===== config.mk =====
export PLATFORM = sky130hd
export DESIGN_NAME = run_key_ctrl
export DESIGN_NICKNAME = d
export VERILOG_FILES = /design/src/rtl/run_key_ctrl.sv
export SDC_FILE = /design/constraint.sdc
export NUM_CORES = 1
export LEC_CHECK = 0
export BUFFER_PORTS_ARGS = -buffer_cell sky130_fd_sc_hd__buf_2
export CAP_MARGIN = 40
export CORE_MARGIN = 3
export CORE_UTILIZATION = 60
export DETAILED_ROUTE_END_ITERATION = 16
export PLACE_DENSITY = 0.78
export SLEW_MARGIN = 20
export SYNTH_ARGS = -nofsm -noshare
export SYNTH_HDL_FRONTEND = slang
export SYNTH_SLANG_ARGS = --single-unit

===== constraint.sdc =====
create_clock -name Clk -period 2.5 [get_ports Clk]
set_input_delay 0.125 -clock Clk [delete_from_list [all_inputs] [get_ports Clk]]
set_output_delay 0.125 -clock Clk [all_outputs]
set_load 0.02 [all_outputs]

===== src/rtl/run_key_ctrl.sv =====
// rtl/run_key_ctrl.sv - debounced run/pause and long-press restart front end
// for the traffic-light timer; one clock cycle equals one millisecond.
module run_key_ctrl #(
  parameter int DEBOUNCE_MS = 20,
  parameter int LONG_MS     = 2000
) (
  input  logic Clk,
  input  logic Rst,
  input  logic key_n,
  output logic en,
  output logic restart
);

  localparam int DEB_W  = (DEBOUNCE_MS > 1) ? $clog2(DEBOUNCE_MS) : 1;
  localparam int HOLD_W = (LONG_MS > 1) ? $clog2(LONG_MS) : 1;

  localparam logic [DEB_W-1:0]  DEB_LAST  = DEB_W'(DEBOUNCE_MS - 1);
  localparam logic [HOLD_W-1:0] HOLD_LAST = HOLD_W'(LONG_MS - 1);

  typedef enum logic [1:0] {
    REL   = 2'd0,
    PRESS = 2'd1,
    LONG  = 2'd2
  } state_t;

  logic              sync1_q, sync1_d;
  logic              sync2_q, sync2_d;
  logic              key_db_q, key_db_d;
  logic [DEB_W-1:0]  deb_cnt_q, deb_cnt_d;
  logic [HOLD_W-1:0] hold_cnt_q, hold_cnt_d;
  state_t            state_q, state_d;
  logic              en_q, en_d;
  logic              restart_q, restart_d;

  // Two-flop synchroniser; idle (released) level is 1.
  always_comb begin
    sync1_d = key_n;
    sync2_d = sync1_q;
  end

  // A new level is only accepted after DEBOUNCE_MS consecutive differing samples.
  always_comb begin
    key_db_d  = key_db_q;
    deb_cnt_d = deb_cnt_q;
    if (sync2_q == key_db_q) begin
      deb_cnt_d = '0;
    end else if (deb_cnt_q == DEB_LAST) begin
      key_db_d  = sync2_q;
      deb_cnt_d = '0;
    end else begin
      deb_cnt_d = deb_cnt_q + DEB_W'(1);
    end
  end

  // Press classifier; restart defaults low so it can only ever be a single-cycle pulse.
  always_comb begin
    state_d    = state_q;
    hold_cnt_d = hold_cnt_q;
    en_d       = en_q;
    restart_d  = 1'b0;
    case (state_q)
      REL: begin
        if (!key_db_q) begin
          state_d    = PRESS;
          hold_cnt_d = '0;
        end
      end
      PRESS: begin
        if (key_db_q) begin
          state_d = REL;
          en_d    = ~en_q;
        end else if (hold_cnt_q == HOLD_LAST) begin
          state_d   = LONG;
          restart_d = 1'b1;
          en_d      = 1'b0;
        end else begin
          hold_cnt_d = hold_cnt_q + HOLD_W'(1);
        end
      end
      LONG: begin
        // hold_cnt is frozen here so it can never wrap on a very long hold.
        if (key_db_q) begin
          state_d = REL;
        end
      end
      default: begin
        state_d = REL;
      end
    endcase
  end

  always_ff @(posedge Clk) begin
    if (Rst) begin
      sync1_q    <= 1'b1;
      sync2_q    <= 1'b1;
      key_db_q   <= 1'b1;
      deb_cnt_q  <= '0;
      hold_cnt_q <= '0;
      state_q    <= REL;
      en_q       <= 1'b0;
      restart_q  <= 1'b0;
    end else begin
      sync1_q    <= sync1_d;
      sync2_q    <= sync2_d;
      key_db_q   <= key_db_d;
      deb_cnt_q  <= deb_cnt_d;
      hold_cnt_q <= hold_cnt_d;
      state_q    <= state_d;
      en_q       <= en_d;
      restart_q  <= restart_d;
    end
  end

  assign en      = en_q;
  assign restart = restart_q;

endmodule


**Yosys cells after proc, flatten, opt, wreduce, memory -nomap -nowiden**

Index checks and enable logic that the tools add are counted.

- Output and inout port bits: 2
- Input port bits: 3
- Register bits: 23
- Logic and storage cells: 44

- Bitwise logic cells: 3
- Reductions and logical operators: 9
- Mux-type cells: 12
- Add/sub/neg operators: 2
- Equality and inequality tests: 10

Operators by type and width:

| kind | count |
|---|---|
| 2-to-1 mux 11 bit | 3 |
| one-hot mux 11 bit (2 select lines) | 1 |
| adder 11 x 1 -> 11 bit, second input constant | 1 |
| equality test 11 bit, second input constant | 1 |
| 2-to-1 mux 2 bit | 4 |
| inequality test 2 bit, second input constant | 4 |
| one-hot mux 2 bit (3 select lines) | 1 |
| OR reduction 3 bit | 2 |
| adder 5 x 1 -> 5 bit, second input constant | 1 |
| equality test 5 bit, second input constant | 1 |
| AND reduction 2 bit | 2 |
| AND reduction 4 bit | 1 |
| nonzero test 2 bit | 2 |
| 2-to-1 mux 1 bit | 3 |
| inequality test 3 bit, second input constant | 1 |
| NOT 1 bit | 3 |
| AND reduction 3 bit | 1 |
| equality test 2 x 1 -> 1 bit, second input constant | 1 |
| equality test 2 bit, second input constant | 1 |
| zero test 2 bit | 1 |
| equality test 1 bit | 1 |

**Logic depth before layout (Yosys ltp)**

- Word-level depth: 4
- Gate-level depth with buffers: 6
- Gate-level depth less buffers: 5

**Worst setup path before layout**

OpenSTA, ideal clock, no wires.

- Path kind: reg-to-reg
- Start point: register key_db_q
- End point: register hold_cnt_q[10]
- Library setup time: 59 ps
- Clock period less this slack: 1682 ps
- Buffers on the path: 2
- Path slack: 818 ps
- Arrival time: 1624 ps
- Cell stages (with the launch flop): 7
- Data required time: 2441 ps
- Path through: dfxtp_1 buf_6 or2_1 buf_6 or4_4 or3_1 nand2_1

- Cells in the longest elaborated chain, start to end: 2
- Elaborated cells between the ends (all ways): 3
- Classes of those cells: 2 x eq/ne; 1 x reduce/logical

Ends and longest elaborated chain:

| item | RTL line | source |
|---|---|---|
| from (decl) | 28 | `logic key_db_q, key_db_d;` |
| from (signal assigned) | 105 | `key_db_q <= key_db_d;` |
| inequality test 2 bit (no line) | -- |  |
| AND reduction 4 bit (no line) (*) | -- |  |
| to (signal assigned) | 107 | `hold_cnt_q <= hold_cnt_d;` |
| to (decl) | 30 | `logic [HOLD_W-1:0] hold_cnt_q, hold_cnt_d;` |

Mark *: on every way between the ends. The rest lies on a longest branch, timed or not.
A chain may end at the register's enable or synchronous reset.

**Final worst setup path**

- Start point: register key_db_q
- End point: register hold_cnt_q[8]

The elaborated chain is that of the path after synthesis.

==> results.md <==
* Status: completed
* H-tree levels at 1
* Hold path startpoint: Rst
* Dpl cells at about 130
* Die area at 2233 um2
* WL/cell at approximately 13 um
* TritonCTS clock tree: yes
* Setup Buffers After CTS at 0
* CP Cell Sequence: or2_1 -> or2_4 -> or4_1 -> a21oi_1
* All-Layer GR Usage at 20.25%
* RSZ-0062 raised after global routing: no
* Crit start category: flip-flop
* Number of distinct library cells after synthesis at 33
* Critical Path Start: key_db_q
* Row count at 14
* Via density at 6.110
* Clk_skew at around 0.0033 ns
* Syn_area_per_cell at ~9 um2
* Met3 Usage GRT at under 10%
* Worst R2R Setup Slack at approximately 0.76 ns
* CTS buffer count at 3
* Post-CTS resize count at 0
* Register area share after synthesis at 45.10%
* Asr flop ratio synth at 0%
* Period utilization at between 60 and 70%
* EDFF count, synth at 0
* Wirelength, routed at roughly 1.8 mm
* Drc violations at 0
* Drt first pass iters at 4
* Max-slew violation count at 0
* DPL Wire Length at between 1 and 1.5 mm
* CP Max Fanout at 10
* Synthesis-to-finish area growth at 6.128%
* Max Clock Freq at ~570 MHz
* Commonest non-fill, non-tap cell in the layout: dfxtp_1
* Peak VDD IR at 0.4144 mV
* Worst r2r src: key_db_q
* Via count at about 830
* Fillers at 120
* Grt ovf at 0
* Non-filler cells, final at 136
* GRT met2 Usage at between 30% and 40%
* Worst Setup Path Type: flip-flop to flip-flop
* Number of max-cap violations at 0
* Placer Congestion at around 0.80
* I/O pin count at 5
* Synth Instances at 113
* Largest net degree at the start of global routing at 14
* Worst-Skew Late Latency at around 0.32 ns
* Endpoints failing setup at 0
* Grt peak-use layer: met2
* Initial antenna violation count at 0
* Routed Antenna Nets at 0
* Sequential cell area at ~460 um2
* Starting Density at roughly two thirds
* Die Wd at between 40 and 50 um
* Leakage at between 0.3 and 0.4 nW
* Share of cells above drive strength 1 at approximately an eighth
* CTS Buffer Depth at 2
* Worst-margin pin slew at approximately 0.58 ns
* Mapped cell area at 1021 um2
* Fin Setup TNS at 0 ns
* # diodes at 0
* Vias in the first global route at 731
* Post-synthesis net count at 118
* First-pass GRT wire length at 3.125 mm
* TritonCTS Sinks at 23
* Period minus WS final at 1.745 ns
* Final #Nets at approximately 130
* Critical R2R Capture: hold_cnt_q[8]
* Hold Crit Class: input pin to flip-flop
* Arrival @ worst endpoint at 2.00 ns
* Multi-input combinational cell area at between 500 and 600 um2
* Slowest cell on crit path: or4_1
* Core Area at between 1500 and 2000 um2
* CP max stage delay at roughly 0.48 ns
* Clock transition at path regs at ~0.12 ns
* Dominant synthesized flop cell: dfxtp_1
* Commonest non-fill, non-tap cells in the layout: dfxtp_1, nor2_1, nand2_1, nand3_1
* IO Port Bufs at 4
* Met1 Use GR at around a quarter
* Worst EP required at 2.75 ns
* #FFs+latches synth at 23
* Worst r2r path cells at 4
* CP endpoint kind: flip-flop
* Slew HR at just over 60%
* CTS root buf: clkbuf_4
* DRT iter0 DRCs at 19
* Crit path to: hold_cnt_q[8]
* Die height at 47.25 um
* Fin. Hold Viols at 0
* P per Cell Area at between 500 and 600 nW/um2
* Synth Warn # at 0
metrics by stage:
stage	power [mW]	hold WS [ns]	utilization, %	setup WS [ns]	instance area (um2)
4_1_cts	0.5581	0.09486	69.50	0.7481	1084
6_report	0.5521	0.1051	69.50	0.7550	1084
3_3_place_gp	0.3879	0.3088	67.09	0.8272	1046
5_1_grt	0.5780	0.1159	69.50	0.6204	1084
2_1_floorplan	0.3845	0.2288	-	0.8176	1021
3_5_place_dp	0.3882	0.3107	67.09	0.7997	1046
power by group:
part           internal [mW]  switching, mW  total, mW
clock                 0.0600          0.111      0.171
sequential             0.368       0.000999      0.369
combinational        0.00459        0.00735     0.0119
total                  0.433          0.119      0.552
registers in the layout, indices dropped and copies added (netlist names):
name	flops
sync1_q	1
state_q	2
deb_cnt_q	5
restart	1
hold_cnt_q	11
en	1
sync2_q	1
key_db_q	1
critical path: cells and delay by family, from the launching register on:
| kind | cells | cell delay [ns] |
|---|---|---|
| compound gates | 1 | 0.16 |
| simple gates | 3 | 1.14 |
| flops | 1 | 0.39 |
layer usage:
metal / part of all wire [%] / vias to the layer above
li1: - / 424
met1: 44 / 379
met2: 48 / 23
met3: 5.0 / 5
met4: 2.1 / 0
met5: 0 / -
final cells by class:
cell class	instances	share of cell area, %
Clock buffer	3	2.079
Clock inverter	1	0.4619
Inverter	4	1.386
Multi-Input combinational cell	82	47.57
Sequential cell	23	42.49
Tap cell	16	1.848
Timing Repair Buffer	7	4.157
synthesized netlist by cell type (all sizes together), types with 4 or more instances:
cell,n,area (um2)
dfxtp,23,460.4
nor2,10,37.54
nand2,9,33.78
nand3,7,35.03
a21oi,6,30.03
nor3,6,30.03
or4,5,42.54
inv,4,15.01
or2,4,27.53
xnor2,4,35.03
worst min path at each step:
stage,end,slack (ns),cells past startpoint
floorplan,sync1_q,0.23,1
global placement,sync1_q,0.31,2
detailed placement,sync1_q,0.31,2
CTS,hold_cnt_q[1],0.09,2
global route,hold_cnt_q[1],0.12,2
finish,hold_cnt_q[1],0.11,2
kinds of logic after synthesis:
| family | after synthesis | share of synthesized area, % |
|---|---|---|
| compound gates | 17 | 10.54 |
| xor+xnor | 7 | 6.005 |
| fa+ha+maj | 2 | 2.451 |
| buf+inv | 8 | 4.411 |
| flops | 23 | 45.10 |
| mux | 2 | 1.961 |
| simple gates | 54 | 29.54 |
repair_timing:
item / in CTS / in global routing
setup endpoints to repair: 0 / 0
hold endpoints to repair: 1 / 0
hold buffers: 1 / 0
No activity file was read; power rests on OpenSTA's default activity.
